**src/rtl/sccb_config.sv**
```systemverilog
// sccb_config: writes a fixed OV7670 register table over SCCB (3-phase
// writes: device ID, sub-address, data) after a rising edge on i_start_i2c,
// then holds o_done high until the next accepted start or a reset.
// Bus outputs are decoded from registered state, so a reset returns the
// bus to idle (SIOC high, SIOD released) immediately.
module sccb_config #(
  parameter int unsigned CLK_DIV    = 125,
  parameter logic [7:0]  DEV_ADDR   = 8'h42,
  parameter int unsigned RESET_WAIT = 50000
) (
  input  logic       i_clk,
  input  logic       i_rst_n,
  input  logic       i_start_i2c,
  output logic       o_sioc,
  output logic       o_siod_oe,
  output logic       o_busy,
  output logic       o_done,
  output logic [3:0] o_reg_index
);

  localparam int TW = (CLK_DIV > 1) ? $clog2(CLK_DIV) : 1;
  localparam int WW = (RESET_WAIT > 1) ? $clog2(RESET_WAIT) : 1;
  localparam logic [TW-1:0] TICK_LAST  = TW'(CLK_DIV - 1);
  localparam logic [WW-1:0] WAIT_LAST  = WW'(RESET_WAIT - 1);
  localparam logic [4:0]    LAST_BIT   = 5'd26;
  localparam logic [2:0]    LAST_ENTRY = 3'd7;

  typedef enum logic [2:0] {
    S_IDLE,
    S_START,
    S_BITS,
    S_STOP,
    S_GAP,
    S_WAIT_RST,
    S_DONE
  } state_t;

  state_t          r_state, w_next_state;
  logic [1:0]      r_q, w_next_q;
  logic [4:0]      r_bit, w_next_bit;
  logic [2:0]      r_idx, w_next_idx;
  logic            r_start_d;
  logic [TW-1:0]   r_tick_cnt;
  logic [WW-1:0]   r_wait_cnt;

  logic            w_start_rise;
  logic            w_tick;
  logic            w_wait_done;
  logic            w_running;
  logic [15:0]     w_entry;
  logic [26:0]     w_frame;
  logic            w_bit_val;

  // Register table: {sub-address, data} per entry, written in index order.
  function automatic logic [15:0] f_entry(input logic [2:0] idx);
    case (idx)
      3'd0:    f_entry = 16'h1280;
      3'd1:    f_entry = 16'h1204;
      3'd2:    f_entry = 16'h40D0;
      3'd3:    f_entry = 16'h8C00;
      3'd4:    f_entry = 16'h1101;
      3'd5:    f_entry = 16'h3A04;
      3'd6:    f_entry = 16'h0C00;
      default: f_entry = 16'h3E00;
    endcase
  endfunction

  // The don't-care 9th bit of each phase is stored as 1 so SIOD is released.
  assign w_entry      = f_entry(r_idx);
  assign w_frame      = {DEV_ADDR, 1'b1, w_entry[15:8], 1'b1, w_entry[7:0], 1'b1};
  assign w_bit_val    = w_frame[LAST_BIT - r_bit];
  assign w_start_rise = i_start_i2c & ~r_start_d;
  assign w_tick       = (r_tick_cnt == TICK_LAST);
  assign w_wait_done  = (r_wait_cnt == WAIT_LAST);
  assign w_running    = (r_state != S_IDLE) && (r_state != S_DONE) && (r_state != S_WAIT_RST);
  assign o_reg_index  = {1'b0, r_idx};

  // Registered copy of the start request for rising-edge detection.
  always_ff @(posedge i_clk or negedge i_rst_n) begin
    if (!i_rst_n) r_start_d <= 1'b0;
    else          r_start_d <= i_start_i2c;
  end

  // Quarter-bit tick divider; parked at zero whenever the bus is not being driven.
  always_ff @(posedge i_clk or negedge i_rst_n) begin
    if (!i_rst_n)       r_tick_cnt <= '0;
    else if (!w_running) r_tick_cnt <= '0;
    else if (w_tick)     r_tick_cnt <= '0;
    else                 r_tick_cnt <= r_tick_cnt + TW'(1);
  end

  // Post-soft-reset delay counter, measured in raw clock cycles.
  always_ff @(posedge i_clk or negedge i_rst_n) begin
    if (!i_rst_n)                  r_wait_cnt <= '0;
    else if (r_state != S_WAIT_RST) r_wait_cnt <= '0;
    else                            r_wait_cnt <= r_wait_cnt + WW'(1);
  end

  // Sequencer state, sub-tick position, bit position and table index.
  always_ff @(posedge i_clk or negedge i_rst_n) begin
    if (!i_rst_n) begin
      r_state <= S_IDLE;
      r_q     <= 2'd0;
      r_bit   <= 5'd0;
      r_idx   <= 3'd0;
    end else begin
      r_state <= w_next_state;
      r_q     <= w_next_q;
      r_bit   <= w_next_bit;
      r_idx   <= w_next_idx;
    end
  end

  // Next-state sequencing and bus/status output decode.
  always_comb begin
    w_next_state = r_state;
    w_next_q     = r_q;
    w_next_bit   = r_bit;
    w_next_idx   = r_idx;
    o_sioc       = 1'b1;
    o_siod_oe    = 1'b0;
    o_busy       = (r_state != S_IDLE) && (r_state != S_DONE);
    o_done       = (r_state == S_DONE);

    case (r_state)
      S_IDLE, S_DONE: begin
        if (w_start_rise) begin
          w_next_state = S_START;
          w_next_q     = 2'd0;
          w_next_bit   = 5'd0;
          w_next_idx   = 3'd0;
        end
      end
      S_START: begin
        o_siod_oe = 1'b1;
        o_sioc    = (r_q == 2'd0);
        if (w_tick) begin
          if (r_q == 2'd1) begin
            w_next_state = S_BITS;
            w_next_q     = 2'd0;
            w_next_bit   = 5'd0;
          end else begin
            w_next_q = r_q + 2'd1;
          end
        end
      end
      S_BITS: begin
        o_siod_oe = ~w_bit_val;
        o_sioc    = (r_q == 2'd1) || (r_q == 2'd2);
        if (w_tick) begin
          w_next_q = r_q + 2'd1;
          if (r_q == 2'd3) begin
            if (r_bit == LAST_BIT) w_next_state = S_STOP;
            else                   w_next_bit   = r_bit + 5'd1;
          end
        end
      end
      S_STOP: begin
        o_siod_oe = (r_q != 2'd2);
        o_sioc    = (r_q != 2'd0);
        if (w_tick) begin
          if (r_q == 2'd2) begin
            w_next_state = S_GAP;
            w_next_q     = 2'd0;
          end else begin
            w_next_q = r_q + 2'd1;
          end
        end
      end
      S_GAP: begin
        if (w_tick) begin
          w_next_q = r_q + 2'd1;
          if (r_q == 2'd3) begin
            if (r_idx == 3'd0) begin
              w_next_state = S_WAIT_RST;
            end else if (r_idx == LAST_ENTRY) begin
              w_next_state = S_DONE;
            end else begin
              w_next_state = S_START;
              w_next_idx   = r_idx + 3'd1;
            end
          end
        end
      end
      S_WAIT_RST: begin
        if (w_wait_done) begin
          w_next_state = S_START;
          w_next_q     = 2'd0;
          w_next_idx   = r_idx + 3'd1;
        end
      end
      default: begin
        w_next_state = S_IDLE;
      end
    endcase
  end

endmodule

```
**config.mk**
```make
export PLATFORM = sky130hd
export DESIGN_NAME = sccb_config
export DESIGN_NICKNAME = d
export VERILOG_FILES = /design/src/rtl/sccb_config.sv
export SDC_FILE = /design/constraint.sdc
export NUM_CORES = 1
export LEC_CHECK = 0
export BUFFER_PORTS_ARGS = -buffer_cell sky130_fd_sc_hd__buf_4
export CORE_MARGIN = 10
export CORE_UTILIZATION = 60
export CTS_CLUSTER_SIZE = 25
export DETAILED_ROUTE_END_ITERATION = 8
export GPL_ROUTABILITY_DRIVEN = 0
export PLACE_DENSITY = 0.78
export SLEW_MARGIN = 20
export SYNTH_ARGS = -nofsm -noshare
export SYNTH_HDL_FRONTEND = slang
export SYNTH_SLANG_ARGS = --single-unit
export TNS_END_PERCENT = 30
```
**constraint.sdc**
```tcl
create_clock -name i_clk -period 2.78 [get_ports i_clk]
set_input_delay 0.695 -clock i_clk [delete_from_list [all_inputs] [get_ports i_clk]]
set_output_delay 0.695 -clock i_clk [all_outputs]
set_load 0.005 [all_outputs]
```
==> results.md <==
Run status:
- The flow ran to the end, and the final reports show no timing, DRC or antenna violations.

Worst setup path:
- The top fanout value on the critical path is 4.
- The beginning of the worst register-to-register path is r_state[1]$_DFFE_PN0P_.
- STA classifies the critical path endpoint as a primary output.
- Counting cells, the worst reg-to-reg path comes to 5.
- STA puts the critical path data required time at about 2.1 ns.
- In this run the register-to-register setup slack is 0.63 ns.
- The element type at the critical path start is a flop.
- STA puts the critical path data arrival time at between 2 and 2.5 ns.
- The type of the setup path with the least slack is reg -> out.
- The critical register-to-register path endpoint is r_q[0]$_DFFE_PN0P_.

Placed design:
- The placement-stage worst setup slack is around 0.17 ns.
- The placement-stage cell area is roughly 2700 um2.
- The sum of net half-perimeters after detailed placement is approximately 3900 um.
- The count of buffers added on input and output ports is 9.
- The number of placed instances, taps included, is roughly 350.

Clocking:
- The clock tree synthesis step divided the H-tree into 2 levels.
- Buffers inserted during clock tree synthesis total 5.
- For this design, the CTS-stage hold fixing added 0 buffers.
- No sink is reached through more buffers than the 2 on the longest clock path.
- The TritonCTS clock tree is built.
- The cell chosen for the clock root is clkbuf_8.
- The insertion delay of the later-clocked pin in the worst-skew pair is between 0.2 and 0.3 ns.
- The clock-pin slew on the worst setup and hold paths is approximately 0.080 ns.
- The TritonCTS sink count is 37.

Yosys:
- The most instantiated flip-flop cell in the synthesis netlist is dfrtp_1.
- The count of flip-flops with a built-in enable after synthesis is 0.
- In the synthesized netlist the async set-or-reset flop fraction comes to between 90% and 100%.
- Counting distinct cell types in the post-synthesis netlist gives 58.
- Of the post-synthesis cell area, the dominant cell type holds a little over a third.
- The synthesized design contains 37 register bits.
- Averaged over all synthesized cells, the footprint is approximately 9 um2.
- Ranked by total cell area, the synthesized netlist is headed by dfrtp_1, ha_1, nor2_1, xor2_1, nand3_1.
- In the synthesized netlist, the cells that appear most often are nor2_1, dfrtp_1, nand2_1, nand3_1, ha_1.
- The synthesis warning total is 0.
- The post-synthesis net count is 320.
- The count of mapped cells out of synthesis is roughly 300.
- After synthesis the cells add up to ~2600 um2.
- The sequential element share of the synthesized area is 35.1%.
- The most common cell in the netlist is nor2_1.
- The cell type with the highest aggregate area in the netlist is dfrtp_1.

Timing:
- The final-report hold violation count came to 0.
- The final worst clock skew is about 0.0075 ns.
- The number of slew-limit violations in the final report came to 0.
- The slack of the critical path is 0.0562 ns.
- Setup violations remaining at the end of the flow were counted as 0.
- The worst hold slack is ~0.34 ns.
- The time the final worst path needs with I/O delays and setup is roughly 2.7 ns.
- The share of the clock period used by the worst path is a little over nine tenths.
- The achievable clock frequency is 367 MHz.

Drt:
- For this run, the detailed router's first-pass iteration total came to 4.
- In the final routed layout, each cell accounts on average for ~16 um.
- The routed wire length is about 5700 um.
- The final route contains roughly 2200 vias.
- For this run, design rule violations remaining after detail routing come to 0.
- The detail route stage leaves a number of antenna-violating nets equal to 0.
- Dividing the detail-routed via count by the number of cells gives 6.07.
- The detailed router's first-iteration violation count is 151.

Power and ir drop:
- The design draws between 0.9 and 1 mW.
- IR analysis of the VDD net gives a maximum drop of between 0.2 and 0.3 mV.
- The leakage component of the power is around 1.2 nW.
- Power spread over the standard cell area amounts to about 320 nW/um2.

Floorplanning:
- Pin placement for this block handled 11 I/O pins.
- The area of the die is 7450 um2.
- The standard-cell row count is 24.
- The placeable core area is about 4300 um2.
- The initial utilization of the core area, before any placement, comes to slightly above 60%.
- From left edge to right edge, the die measures approximately 86 um.
- The overall die height is 86.3 um.

GRT:
- The number of antenna violations at the first check in global routing is 0.
- Global routing used 15.3% of the available tracks across all layers.
- In the global route stage, met2 resource usage came out at around 25%.
- Global routing used 19.4% of the available met1 tracks.
- Entering global routing, the biggest net connects 38 pins.
- The first-pass GRT wire length is between 9000 and 10000 um.
- The layer flagged by global routing as most heavily used is met2.
- The aggregate global routing overflow is 0.
- The number of global-route vias before repair is 2086.
- In the global route stage, met3 resource usage came out at about 3.8%.

Final layout:
- The share of final-layout standard cells stronger than drive strength 1 is between 10% and 20%.
- The finished layout holds about 360 standard cells, fillers aside.
- The number of nets in the final layout is ~330.
- The area growth from synthesis to layout is 11.4%.
- 0 antenna diodes ended up in the layout.
- The final standard cell area without fillers is a little under 3000 um2.

Flow run:
- The tool flagged a number of max-cap violations equal to 0.

Hold path:
- The class of the tightest hold or removal check is in -> async.
## cell usage in the layout (no fill, tap or decap), types with 3 or more instances in the layout
master / count
ha_1: 14
o21ai_1: 5
nor4_1: 3
nor3_1: 4
a21oi_1: 10
dfrtp_2: 3
buf_4: 21
nand2_1: 20
xor2_1: 11
o21ai_0: 10
and3_1: 7
nor2_1: 38
nand4_1: 3
nand2b_1: 8
clkbuf_8: 5
dfrtp_1: 34
nand3_1: 20
o31ai_1: 3
xnor2_1: 9
mux2i_1: 4
or4_1: 3
a31oi_1: 7
inv_1: 12
ha_4: 3
## cell type report
type | instances | area (um2)
Clock buffer | 5 | 68.8
Clock inverter | 3 | 17.5
Fill cell | 348 | 1360
Inverter | 14 | 52.6
Multi-Input combinational cell | 232 | 1650
Sequential cell | 37 | 930
Tap cell | 52 | 65.1
Timing Repair Buffer | 21 | 158
## critical path, cell delays in order, from the launching register on
cell	delay [ns]
dfrtp_1	0.42
inv_1	0.14
ha_4	0.18
nand2_1	0.08
a21o_1	0.20
a221o_1	0.31
a31oi_1	0.16
o21ai_0	0.10
buf_4	0.14
## worst max path at each step
stage | from | to | slack, ns | cells past startpoint
2_1_floorplan | r_bit[0]$_DFFE_PN0P_ | o_siod_oe | 0.21 | 9
3_3_place_gp | r_bit[0]$_DFFE_PN0P_ | o_siod_oe | 0.24 | 8
3_5_place_dp | r_bit[0]$_DFFE_PN0P_ | o_siod_oe | 0.17 | 8
4_1_cts | r_idx[0]$_DFFE_PN0P_ | o_siod_oe | 0.008 | 8
5_1_grt | r_idx[1]$_DFFE_PN0P_ | o_siod_oe | -0.02 | 8
6_report | r_idx[1]$_DFFE_PN0P_ | o_siod_oe | 0.06 | 8
## metrics by stage
step	TNS, ns	util (%)
floorplan	0	-
global placement	0	63.1
detailed placement	0	63.1
CTS	0	66.3
global route	-0.0188	68.4
finish	0	68.4
## sequential cells by signal, indices dropped and copies added, names as in the netlist
| signal | flops |
|---|---|
| r_q | 2 |
| r_idx | 3 |
| r_tick_cnt | 7 |
| r_state | 3 |
| r_start_d | 1 |
| r_wait_cnt | 16 |
| r_bit | 5 |
## power by group
part / internal, mW / switching (mW)
Combinational: 0.00221 / 0.0109
Sequential: 0.538 / 0.000160
Clock: 0.173 / 0.205
## cells by family (layout without fill, tap and decap cells)
logic type | Yosys count | after routing | synth area share (%)
AOI/OAI and AO/OA | 60 | 60 | 15.5
xor gates and xnor gates | 22 | 22 | 7.31
adders and majority gates | 19 | 19 | 9.02
buffers and inverters | 29 | 43 | 5.74
DFF | 37 | 37 | 35.1
muxes | 6 | 6 | 2.52
other | 1 | 1 | 0.142
and+or+nand+nor | 124 | 124 | 24.6
## per-layer routing
layer  vias up  share of wire, %
met5         -                 0
met4         0               2.0
met3        14               4.0
met2        59                48
met1      1053                46
li1       1082                 -
## repair_timing
item / CTS / global route
setup buffers: 4 / 3
pin swaps: 1 / 3
hold endpoints to repair: 0 / 0
resized for setup: 7 / 14
setup endpoints to repair: 1 / 1
No activity file was read; power rests on OpenSTA's default activity.
